`src/rtl/dmem_pkg.sv`:
```
// Shared encodings for the sized data memory: access-size codes, FSM states
// and the byte-offset to byte-lane mapping used by both endianness modes.
package dmem_pkg;

  localparam logic [1:0] SIZE_BYTE = 2'b00;
  localparam logic [1:0] SIZE_HALF = 2'b01;
  localparam logic [1:0] SIZE_WORD = 2'b10;
  localparam logic [1:0] SIZE_ILL  = 2'b11;

  typedef enum logic [1:0] {
    ST_IDLE = 2'b00,
    ST_WAIT = 2'b01,
    ST_RESP = 2'b10
  } state_t;

  // Lane 3 holds word bits [31:24]; big-endian puts byte offset 0 there.
  function automatic logic [1:0] lane_of(input logic [1:0] offset, input logic big_endian);
    logic [1:0] lane;
    if (big_endian) begin
      lane = 2'd3 - offset;
    end else begin
      lane = offset;
    end
    return lane;
  endfunction

endpackage

```
`src/rtl/mem_lane_align.sv`:
```
// Combinational lane steering: turns size/offset into byte enables and
// lane-positioned store data, and pulls a byte/half/word out of a read word
// with sign or zero extension.
module mem_lane_align
  import dmem_pkg::*;
#(
  parameter bit BIG_ENDIAN = 1'b1
) (
  input  logic [1:0]  size,
  input  logic [1:0]  offset,
  input  logic        is_unsigned,
  input  logic [31:0] wdata,
  input  logic [31:0] rword,
  output logic [3:0]  byte_en,
  output logic [31:0] wdata_lanes,
  output logic [31:0] rdata_ext
);

  logic [1:0]  byte_lane_s;
  logic [4:0]  byte_shift_s;
  logic [7:0]  rbyte_s;
  logic        half_upper_s;
  logic [15:0] rhalf_s;

  assign byte_lane_s  = lane_of(offset, BIG_ENDIAN);
  assign byte_shift_s = {byte_lane_s, 3'b000};
  assign rbyte_s      = rword[byte_shift_s +: 8];

  // A half at offset 0 sits in the upper 16 bits for big-endian, lower for little-endian.
  assign half_upper_s = BIG_ENDIAN ? ~offset[1] : offset[1];
  assign rhalf_s      = half_upper_s ? rword[31:16] : rword[15:0];

  // Per-size enables, store positioning and load extension.
  always_comb begin
    byte_en     = 4'b0000;
    wdata_lanes = 32'd0;
    rdata_ext   = 32'd0;
    case (size)
      SIZE_BYTE: begin
        byte_en     = 4'b0001 << byte_lane_s;
        wdata_lanes = {24'd0, wdata[7:0]} << byte_shift_s;
        if (is_unsigned) begin
          rdata_ext = {24'd0, rbyte_s};
        end else begin
          rdata_ext = {{24{rbyte_s[7]}}, rbyte_s};
        end
      end
      SIZE_HALF: begin
        if (half_upper_s) begin
          byte_en     = 4'b1100;
          wdata_lanes = {wdata[15:0], 16'd0};
        end else begin
          byte_en     = 4'b0011;
          wdata_lanes = {16'd0, wdata[15:0]};
        end
        if (is_unsigned) begin
          rdata_ext = {16'd0, rhalf_s};
        end else begin
          rdata_ext = {{16{rhalf_s[15]}}, rhalf_s};
        end
      end
      SIZE_WORD: begin
        byte_en     = 4'b1111;
        wdata_lanes = wdata;
        rdata_ext   = rword;
      end
      default: begin
        byte_en     = 4'b0000;
        wdata_lanes = 32'd0;
        rdata_ext   = 32'd0;
      end
    endcase
  end

endmodule

```
`src/rtl/sized_data_memory.sv`:
```
// Byte-addressed data memory with byte/half/word accesses behind a
// valid/ready request and a one-cycle response strobe after LATENCY cycles.
// Misaligned, out-of-range and illegal-size accesses fault without side effects.
module sized_data_memory
  import dmem_pkg::*;
#(
  parameter int ADDR_WIDTH = 8,
  parameter int LATENCY    = 1,
  parameter bit BIG_ENDIAN = 1'b1
) (
  input  logic        clk,
  input  logic        rst,
  input  logic        req_valid,
  output logic        req_ready,
  input  logic        req_write,
  input  logic [1:0]  req_size,
  input  logic        req_unsigned,
  input  logic [31:0] req_addr,
  input  logic [31:0] req_wdata,
  output logic        resp_valid,
  output logic [31:0] resp_rdata,
  output logic        resp_fault
);

  localparam int         DEPTH        = 2 ** ADDR_WIDTH;
  localparam logic [3:0] CNT_LOAD     = 4'(LATENCY - 1);
  localparam logic       SINGLE_CYCLE = (LATENCY == 1) ? 1'b1 : 1'b0;

  logic [7:0]  mem_r [DEPTH];

  state_t      state_r;
  logic [3:0]  cnt_r;
  logic        req_ready_r;
  logic        resp_valid_r;
  logic [31:0] resp_rdata_r;
  logic        resp_fault_r;

  logic        write_r;
  logic [1:0]  size_r;
  logic        unsigned_r;
  logic [31:0] addr_r;
  logic [31:0] wdata_r;

  logic        op_write_s;
  logic [1:0]  op_size_s;
  logic        op_unsigned_s;
  logic [31:0] op_addr_s;
  logic [31:0] op_wdata_s;

  logic        accept_s;
  logic        enter_resp_s;
  logic        misaligned_s;
  logic        out_of_range_s;
  logic        fault_s;
  logic        commit_s;
  logic [ADDR_WIDTH-1:0] word_base_s;
  logic [7:0]  rbyte_s [4];
  logic [31:0] rword_s;
  logic [3:0]  byte_en_s;
  logic [31:0] wdata_lanes_s;
  logic [31:0] rdata_ext_s;
  logic [31:0] load_data_s;

  assign accept_s   = req_valid & req_ready_r;
  assign req_ready  = req_ready_r;
  assign resp_valid = resp_valid_r;
  assign resp_rdata = resp_rdata_r;
  assign resp_fault = resp_fault_r;

  // With LATENCY=1 the access completes on the accept edge, so it works from the live request.
  always_comb begin
    if (state_r == ST_IDLE) begin
      op_write_s    = req_write;
      op_size_s     = req_size;
      op_unsigned_s = req_unsigned;
      op_addr_s     = req_addr;
      op_wdata_s    = req_wdata;
    end else begin
      op_write_s    = write_r;
      op_size_s     = size_r;
      op_unsigned_s = unsigned_r;
      op_addr_s     = addr_r;
      op_wdata_s    = wdata_r;
    end
  end

  // Alignment check for the access in flight.
  always_comb begin
    misaligned_s = 1'b0;
    case (op_size_s)
      SIZE_HALF: misaligned_s = op_addr_s[0];
      SIZE_WORD: misaligned_s = |op_addr_s[1:0];
      default:   misaligned_s = 1'b0;
    endcase
  end

  // No wrap-around: any address bit above the array depth is a fault.
  assign out_of_range_s = (op_addr_s >> ADDR_WIDTH) != 32'd0;
  assign fault_s        = misaligned_s | out_of_range_s | (op_size_s == SIZE_ILL);

  // The edge entering RESP is where stores commit and loads sample.
  always_comb begin
    enter_resp_s = 1'b0;
    case (state_r)
      ST_IDLE: enter_resp_s = accept_s & SINGLE_CYCLE;
      ST_WAIT: enter_resp_s = (cnt_r == 4'd1);
      default: enter_resp_s = 1'b0;
    endcase
  end

  assign commit_s    = enter_resp_s & op_write_s & ~fault_s;
  assign word_base_s = {op_addr_s[ADDR_WIDTH-1:2], 2'b00};

  // Gather the four bytes of the addressed word, ordered by offset.
  always_comb begin
    for (int k = 0; k < 4; k++) begin
      rbyte_s[k] = mem_r[word_base_s | ADDR_WIDTH'(k)];
    end
  end

  assign rword_s = BIG_ENDIAN ? {rbyte_s[0], rbyte_s[1], rbyte_s[2], rbyte_s[3]}
                              : {rbyte_s[3], rbyte_s[2], rbyte_s[1], rbyte_s[0]};

  mem_lane_align #(
    .BIG_ENDIAN(BIG_ENDIAN)
  ) u_lane_align (
    .size        (op_size_s),
    .offset      (op_addr_s[1:0]),
    .is_unsigned (op_unsigned_s),
    .wdata       (op_wdata_s),
    .rword       (rword_s),
    .byte_en     (byte_en_s),
    .wdata_lanes (wdata_lanes_s),
    .rdata_ext   (rdata_ext_s)
  );

  // Stores and faults return zero data.
  always_comb begin
    if (op_write_s || fault_s) begin
      load_data_s = 32'd0;
    end else begin
      load_data_s = rdata_ext_s;
    end
  end

  // Byte array write; contents deliberately survive reset.
  always_ff @(posedge clk) begin
    if (commit_s) begin
      for (int k = 0; k < 4; k++) begin
        if (byte_en_s[lane_of(2'(k), BIG_ENDIAN)]) begin
          mem_r[word_base_s | ADDR_WIDTH'(k)] <= wdata_lanes_s[{lane_of(2'(k), BIG_ENDIAN), 3'b000} +: 8];
        end
      end
    end
  end

  // Request FSM, latency counter, request capture and registered response.
  always_ff @(posedge clk or posedge rst) begin
    if (rst) begin
      state_r      <= ST_IDLE;
      cnt_r        <= 4'd0;
      req_ready_r  <= 1'b1;
      resp_valid_r <= 1'b0;
      resp_rdata_r <= 32'd0;
      resp_fault_r <= 1'b0;
      write_r      <= 1'b0;
      size_r       <= SIZE_BYTE;
      unsigned_r   <= 1'b0;
      addr_r       <= 32'd0;
      wdata_r      <= 32'd0;
    end else begin
      case (state_r)
        ST_IDLE: begin
          resp_valid_r <= 1'b0;
          resp_rdata_r <= 32'd0;
          resp_fault_r <= 1'b0;
          if (accept_s) begin
            write_r     <= req_write;
            size_r      <= req_size;
            unsigned_r  <= req_unsigned;
            addr_r      <= req_addr;
            wdata_r     <= req_wdata;
            req_ready_r <= 1'b0;
            if (enter_resp_s) begin
              state_r      <= ST_RESP;
              resp_valid_r <= 1'b1;
              resp_rdata_r <= load_data_s;
              resp_fault_r <= fault_s;
            end else begin
              state_r <= ST_WAIT;
              cnt_r   <= CNT_LOAD;
            end
          end
        end
        ST_WAIT: begin
          if (enter_resp_s) begin
            state_r      <= ST_RESP;
            resp_valid_r <= 1'b1;
            resp_rdata_r <= load_data_s;
            resp_fault_r <= fault_s;
          end else begin
            cnt_r <= cnt_r - 4'd1;
          end
        end
        ST_RESP: begin
          state_r      <= ST_IDLE;
          req_ready_r  <= 1'b1;
          resp_valid_r <= 1'b0;
          resp_rdata_r <= 32'd0;
          resp_fault_r <= 1'b0;
        end
        default: begin
          state_r      <= ST_IDLE;
          req_ready_r  <= 1'b1;
          resp_valid_r <= 1'b0;
          resp_rdata_r <= 32'd0;
          resp_fault_r <= 1'b0;
        end
      endcase
    end
  end

endmodule
```
`config.mk`:
```
export PLATFORM = sky130hd
export DESIGN_NAME = sized_data_memory
export DESIGN_NICKNAME = d
export VERILOG_FILES = /design/src/rtl/dmem_pkg.sv /design/src/rtl/mem_lane_align.sv /design/src/rtl/sized_data_memory.sv
export SDC_FILE = /design/constraint.sdc
export NUM_CORES = 2
export LEC_CHECK = 0
export ABC_CLOCK_PERIOD_IN_PS = 5500
export CORE_MARGIN = 2
export CORE_UTILIZATION = 25
export DETAILED_ROUTE_END_ITERATION = 7
export HOLD_SLACK_MARGIN = 0.05
export PLACE_DENSITY_LB_ADDON = 0.05
export REMOVE_ABC_BUFFERS = 1
export SETUP_SLACK_MARGIN = 0.1
export SYNTH_ARGS = -nofsm -noshare
export SYNTH_HDL_FRONTEND = slang
export SYNTH_HIERARCHICAL = 1
export SYNTH_SLANG_ARGS = --single-unit
```
`constraint.sdc`:
```
create_clock -name clk -period 5.5 [get_ports clk]
set_input_delay 1.65 -clock clk [delete_from_list [all_inputs] [get_ports clk]]
set_output_delay 1.65 -clock clk [all_outputs]
set_load 0.02 [all_outputs]
```
==> summary.md <==
| Metric | Value |
|---|---|
| Clock power frac | `0.355` |
| Largest net degree at the start of global routing | `75` |
| Clk pin slew, worst setup/hold paths | `~0.050 ns` |
| Sequential-to-total area share from yosys stat | `0.792` |
| CTS buffer count | `~270` |
| Final Critical Period | `5.30 ns` |
| Layout cells sized above 1 | `0.239` |
| Worst hold margin | `around 0.47 ns` |
| Worst r2r dst | `resp_rdata[26]$_DFFE_PP0P_` |
| Worst hold path class | `reg2reg` |
| GRT Total Usage | `0.197` |
| R2R setup slack | `0.46 ns` |
| Die Y | `between 500 and 600 um` |
| Crit-path cells | `clkdlybuf4s50_1 -> buf_12 -> or3b_4 -> o22ai_4 -> buf_4 -> buf_4 -> a221oi_1 -> a31oi_1 -> nor3_1 -> nand3_1 -> mux2i_1 -> o22ai_1 -> nand2_1 -> o211ai_1 -> a22o_1` |
| Hold path start | `wdata_r[29]$_DFFE_PP0P_` |
| Max-capacitance violation count | `0` |
| CTS tree | `built` |
| Pwr dens | `around 450 nW/um^2` |
| Final hold violations | `0` |
| Critical Path Start Type | `primary input` |
| I/O Pins | `roughly 110` |
| Worst rel slew slack | `0.198` |
| Detailed Place HPWL | `approximately 230 mm` |
| Mapped Cells | `between 4k and 5k` |
| Worst-path fanout max | `22` |
| Via density per instance | `4.85` |
| Status | `finished, final reports clean` |
| DRT iter0 DRCs | `just over 4k` |
| CP Data Required Time | `~6.3 ns` |
| Arr. time, crit path | `6.13 ns` |
| Syn_area_per_cell | `about 17 sq um` |
| Setup WS post-layout | `roughly 0.20 ns` |
| Slew Limit Fails | `0` |
| PortBufs | `approximately 110` |
| Sequential share of power | `0.424` |
| Place WS | `-0.998 ns` |
| Max clock buf depth | `4` |
| Die area | `between 300,000 and 400,000 sq um` |
| Placer's final routability congestion estimate | `approximately 0.8` |
| P&R area growth vs syn | `28.0%` |
| Final setup violation count | `0` |
| GRT overflow | `0` |
| Clock sinks | `between 2k and 2.5k` |
| Yosys warning count | `6` |
| Fillers | `approximately 32k` |
| Endpoint class of the critical path | `flop` |
| Slowest stage delay, CP | `0.51 ns` |
| CP Class | `in2reg` |
| Vias in the first global route | `51.7k` |
| DRC | `0` |
| Worst R2R Path Depth | `15` |
| WHS Path Cells | `2` |
| Unrepaired setup endpoints after global routing | `yes` |
| H-tree Lvls | `5` |
| Max VDD drop | `about 230 uV` |
| Core area | `323,000 sq um` |
| Synth Flop Type | `edfxtp_1` |
| Asr flop ratio synth | `0.0505` |
| Net Sw Power | `between 10 and 15 mW` |
| Crit-path slowest cell | `clkdlybuf4s50_1` |
| WL/cell | `between 30 and 40 um` |
| Post-layout util | `0.321` |
| Fmax | `~0.19 GHz` |
| Wirelength, routed | `between 300 and 400 mm` |
| Distinct cell type count after synthesis | `63` |
| # rows | `209` |
| Root buffer cell | `clkbuf_16` |
| Worst skew pair latency | `around 0.90 ns` |
| P_leak | `approximately 35 nW` |
| Hold buffer count at CTS | `0` |
| Design area | `about 100,000 sq um` |
| DR vias | `50.6k` |
| Die Wd | `between 500 and 600 um` |
| Switch share | `0.306` |
| Skew final | `0.0462 ns` |
| Router iterations before antenna repair | `7` |
| CP most frequent cell | `buf_4` |
| Combinational Power Share | `0.221` |
| Postcts setup bufs | `0` |
| DRT antenna net count | `0` |
| Int Power | `32.7 mW` |
| Worst r2r src | `state_r[0]$_DFFE_PP0P_` |
| Slew at the pin closest to its max-slew limit | `between 1 and 1.5 ns` |
| DP Area | `roughly 96,000 sq um` |
| Nets | `between 5k and 6k` |
| FF/Latch Area | `~64,000 sq um` |
| Starting Density | `0.251` |
| Fin crit share | `0.964` |
| Hold Path Sink | `wdata_r[29]$_DFFE_PP0P_` |
| Synth Register Bits | `between 2k and 2.5k` |
| Multi-input logic area | `about 16,000 sq um` |
| First-pass GRT wire length | `approximately 450 mm` |
| Post-synth EDFFs | `2,048` |
| Initial antenna violation count | `19` |
| Cell area after synthesis | `roughly 80,000 sq um` |
| Setup_tns | `0 ns` |
-- synthesized netlist by cell type (9+ instances only) --
| library cell | number | area, sq um |
|---|---|---|
| edfxtp_1 | 2048 | 61500 |
| a22oi_1 | 525 | 3940 |
| nand2_1 | 459 | 1720 |
| a22o_1 | 285 | 2500 |
| a31oi_1 | 253 | 1580 |
| a221oi_1 | 244 | 2140 |
| clkbuf_1 | 220 | 826 |
| nor2_1 | 217 | 815 |
| dfrtp_1 | 108 | 2700 |
| nor3_1 | 108 | 541 |
| buf_2 | 72 | 360 |
| nor4_1 | 71 | 444 |
| buf_1 | 38 | 143 |
| mux2i_1 | 32 | 320 |
| nand3b_1 | 12 | 90.1 |
| and2_1 | 11 | 68.8 |
| buf_4 | 11 | 82.6 |
| o21ai_0 | 10 | 50.1 |
| a222oi_1 | 9 | 90.1 |
| inv_1 | 9 | 33.8 |
-- worst max-delay path, delay by kind of cell --
family	cells	cell delay, ns
mux	1	0.13
buf+inv	4	1.46
simple gates	4	1.21
compound gates	6	1.62
-- cell type report --
cell class / count / area share
flip-flops and latches: 2157 / 0.619
multi-input cells: 2356 / 0.151
repair buffers: 1108 / 0.0983
clock buffers: 338 / 0.0682
well taps: 4325 / 0.0522
clock inverters: 141 / 0.0104
inverters: 9 / 0.000374
diodes: 7 / 0.000169
-- worst max path at each step --
stage / start / slack (ns) / to / depth (start not counted)
3_3_place_gp: req_addr[3] / -1.04 / resp_rdata[3]$_DFFE_PP0P_ / 20
5_1_grt: req_addr[3] / 0.1 / resp_rdata[3]$_DFFE_PP0P_ / 20
4_1_cts: req_addr[3] / 0.14 / resp_rdata[3]$_DFFE_PP0P_ / 17
3_5_place_dp: req_addr[3] / -1.0 / resp_rdata[3]$_DFFE_PP0P_ / 20
2_1_floorplan: req_addr[3] / -7.96 / resp_rdata[6]$_DFFE_PP0P_ / 10
6_report: req_addr[3] / 0.20 / resp_rdata[9]$_DFFE_PP0P_ / 15
-- timing repair --
item	in CTS	in global routing
pin swaps	0	0
cloned	0	0
resized for setup	4	10
hold endpoints to repair	0	0
endpoints found under the setup margin	4	29
-- registers in the layout, summed over array words and instances (netlist names), 2 cells and up --
register,cells
wdata_r,32
state_r,2
addr_r,32
size_r,2
mem_r,2048
resp_rdata,32
cnt_r,4
-- logic make-up after synthesis --
| kind of cell | share of synthesized area |
|---|---|
| fa+ha+maj | 0.000772 |
| compound gates | 0.134 |
| mux | 0.00409 |
| buf+inv | 0.0187 |
| simple gates | 0.0500 |
| flops | 0.792 |
| xor+xnor | 0.000324 |
-- cells in the final DEF (no fill, tap or decap), drive strengths merged, types with 3 or more instances in the layout --
master and n:
edfxtp 2048, buf 1003, a22oi 525, nand2 459, clkbuf 338, a22o 285, a31oi 253, a221oi 246
nor2 221, nor3 110, dfrtp 108, clkinv 107, clkdlybuf4s50 105, nor4 71, mux2i 32, inv 29
nand3b 12, o21ai 12, and2 12, o22ai 10, a222oi 9, a21oi 9, o211ai 8, bufinv 8
nand3 8, a221o 8, nand2b 8, diode 7, o22a 7, or2 7, clkinvlp 6, ha 5
nand4 4, and3 4, or4 3, nor3b 3, or3 3, xnor2 3, nor2b 3, o21bai 3
-- through the flow --
stage / std cells / total power, mW
6_report: 10400 / 47.2
5_1_grt: 10400 / 49.0
4_1_cts: 10400 / 47.9
3_5_place_dp: 9955 / 31.0
3_3_place_gp: 9955 / 31.0
2_1_floorplan: 4522 / 24.4
-- per-layer routing --
metal	share of wire	up-vias	global-route usage
met4	0.025	2	0.0514
li1	-	22100	-
met2	0.49	1187	0.334
met1	0.45	26900	0.266
met5	0.000039	-	0
met3	0.039	345	0.0238
-- power groups by stage --
| stage | clock network [mW] | logic [mW] | registers [mW] |
|---|---|---|---|
| 2_1_floorplan | 0 | 4.00 | 20.4 |
| 3_5_place_dp | 0 | 10.7 | 20.3 |
| 3_3_place_gp | 0 | 10.7 | 20.3 |
| 5_1_grt | 17.9 | 11.1 | 20.0 |
| 6_report | 16.7 | 10.4 | 20.0 |
| 4_1_cts | 17.2 | 10.7 | 20.0 |
(Power assumes the default switching activity.)
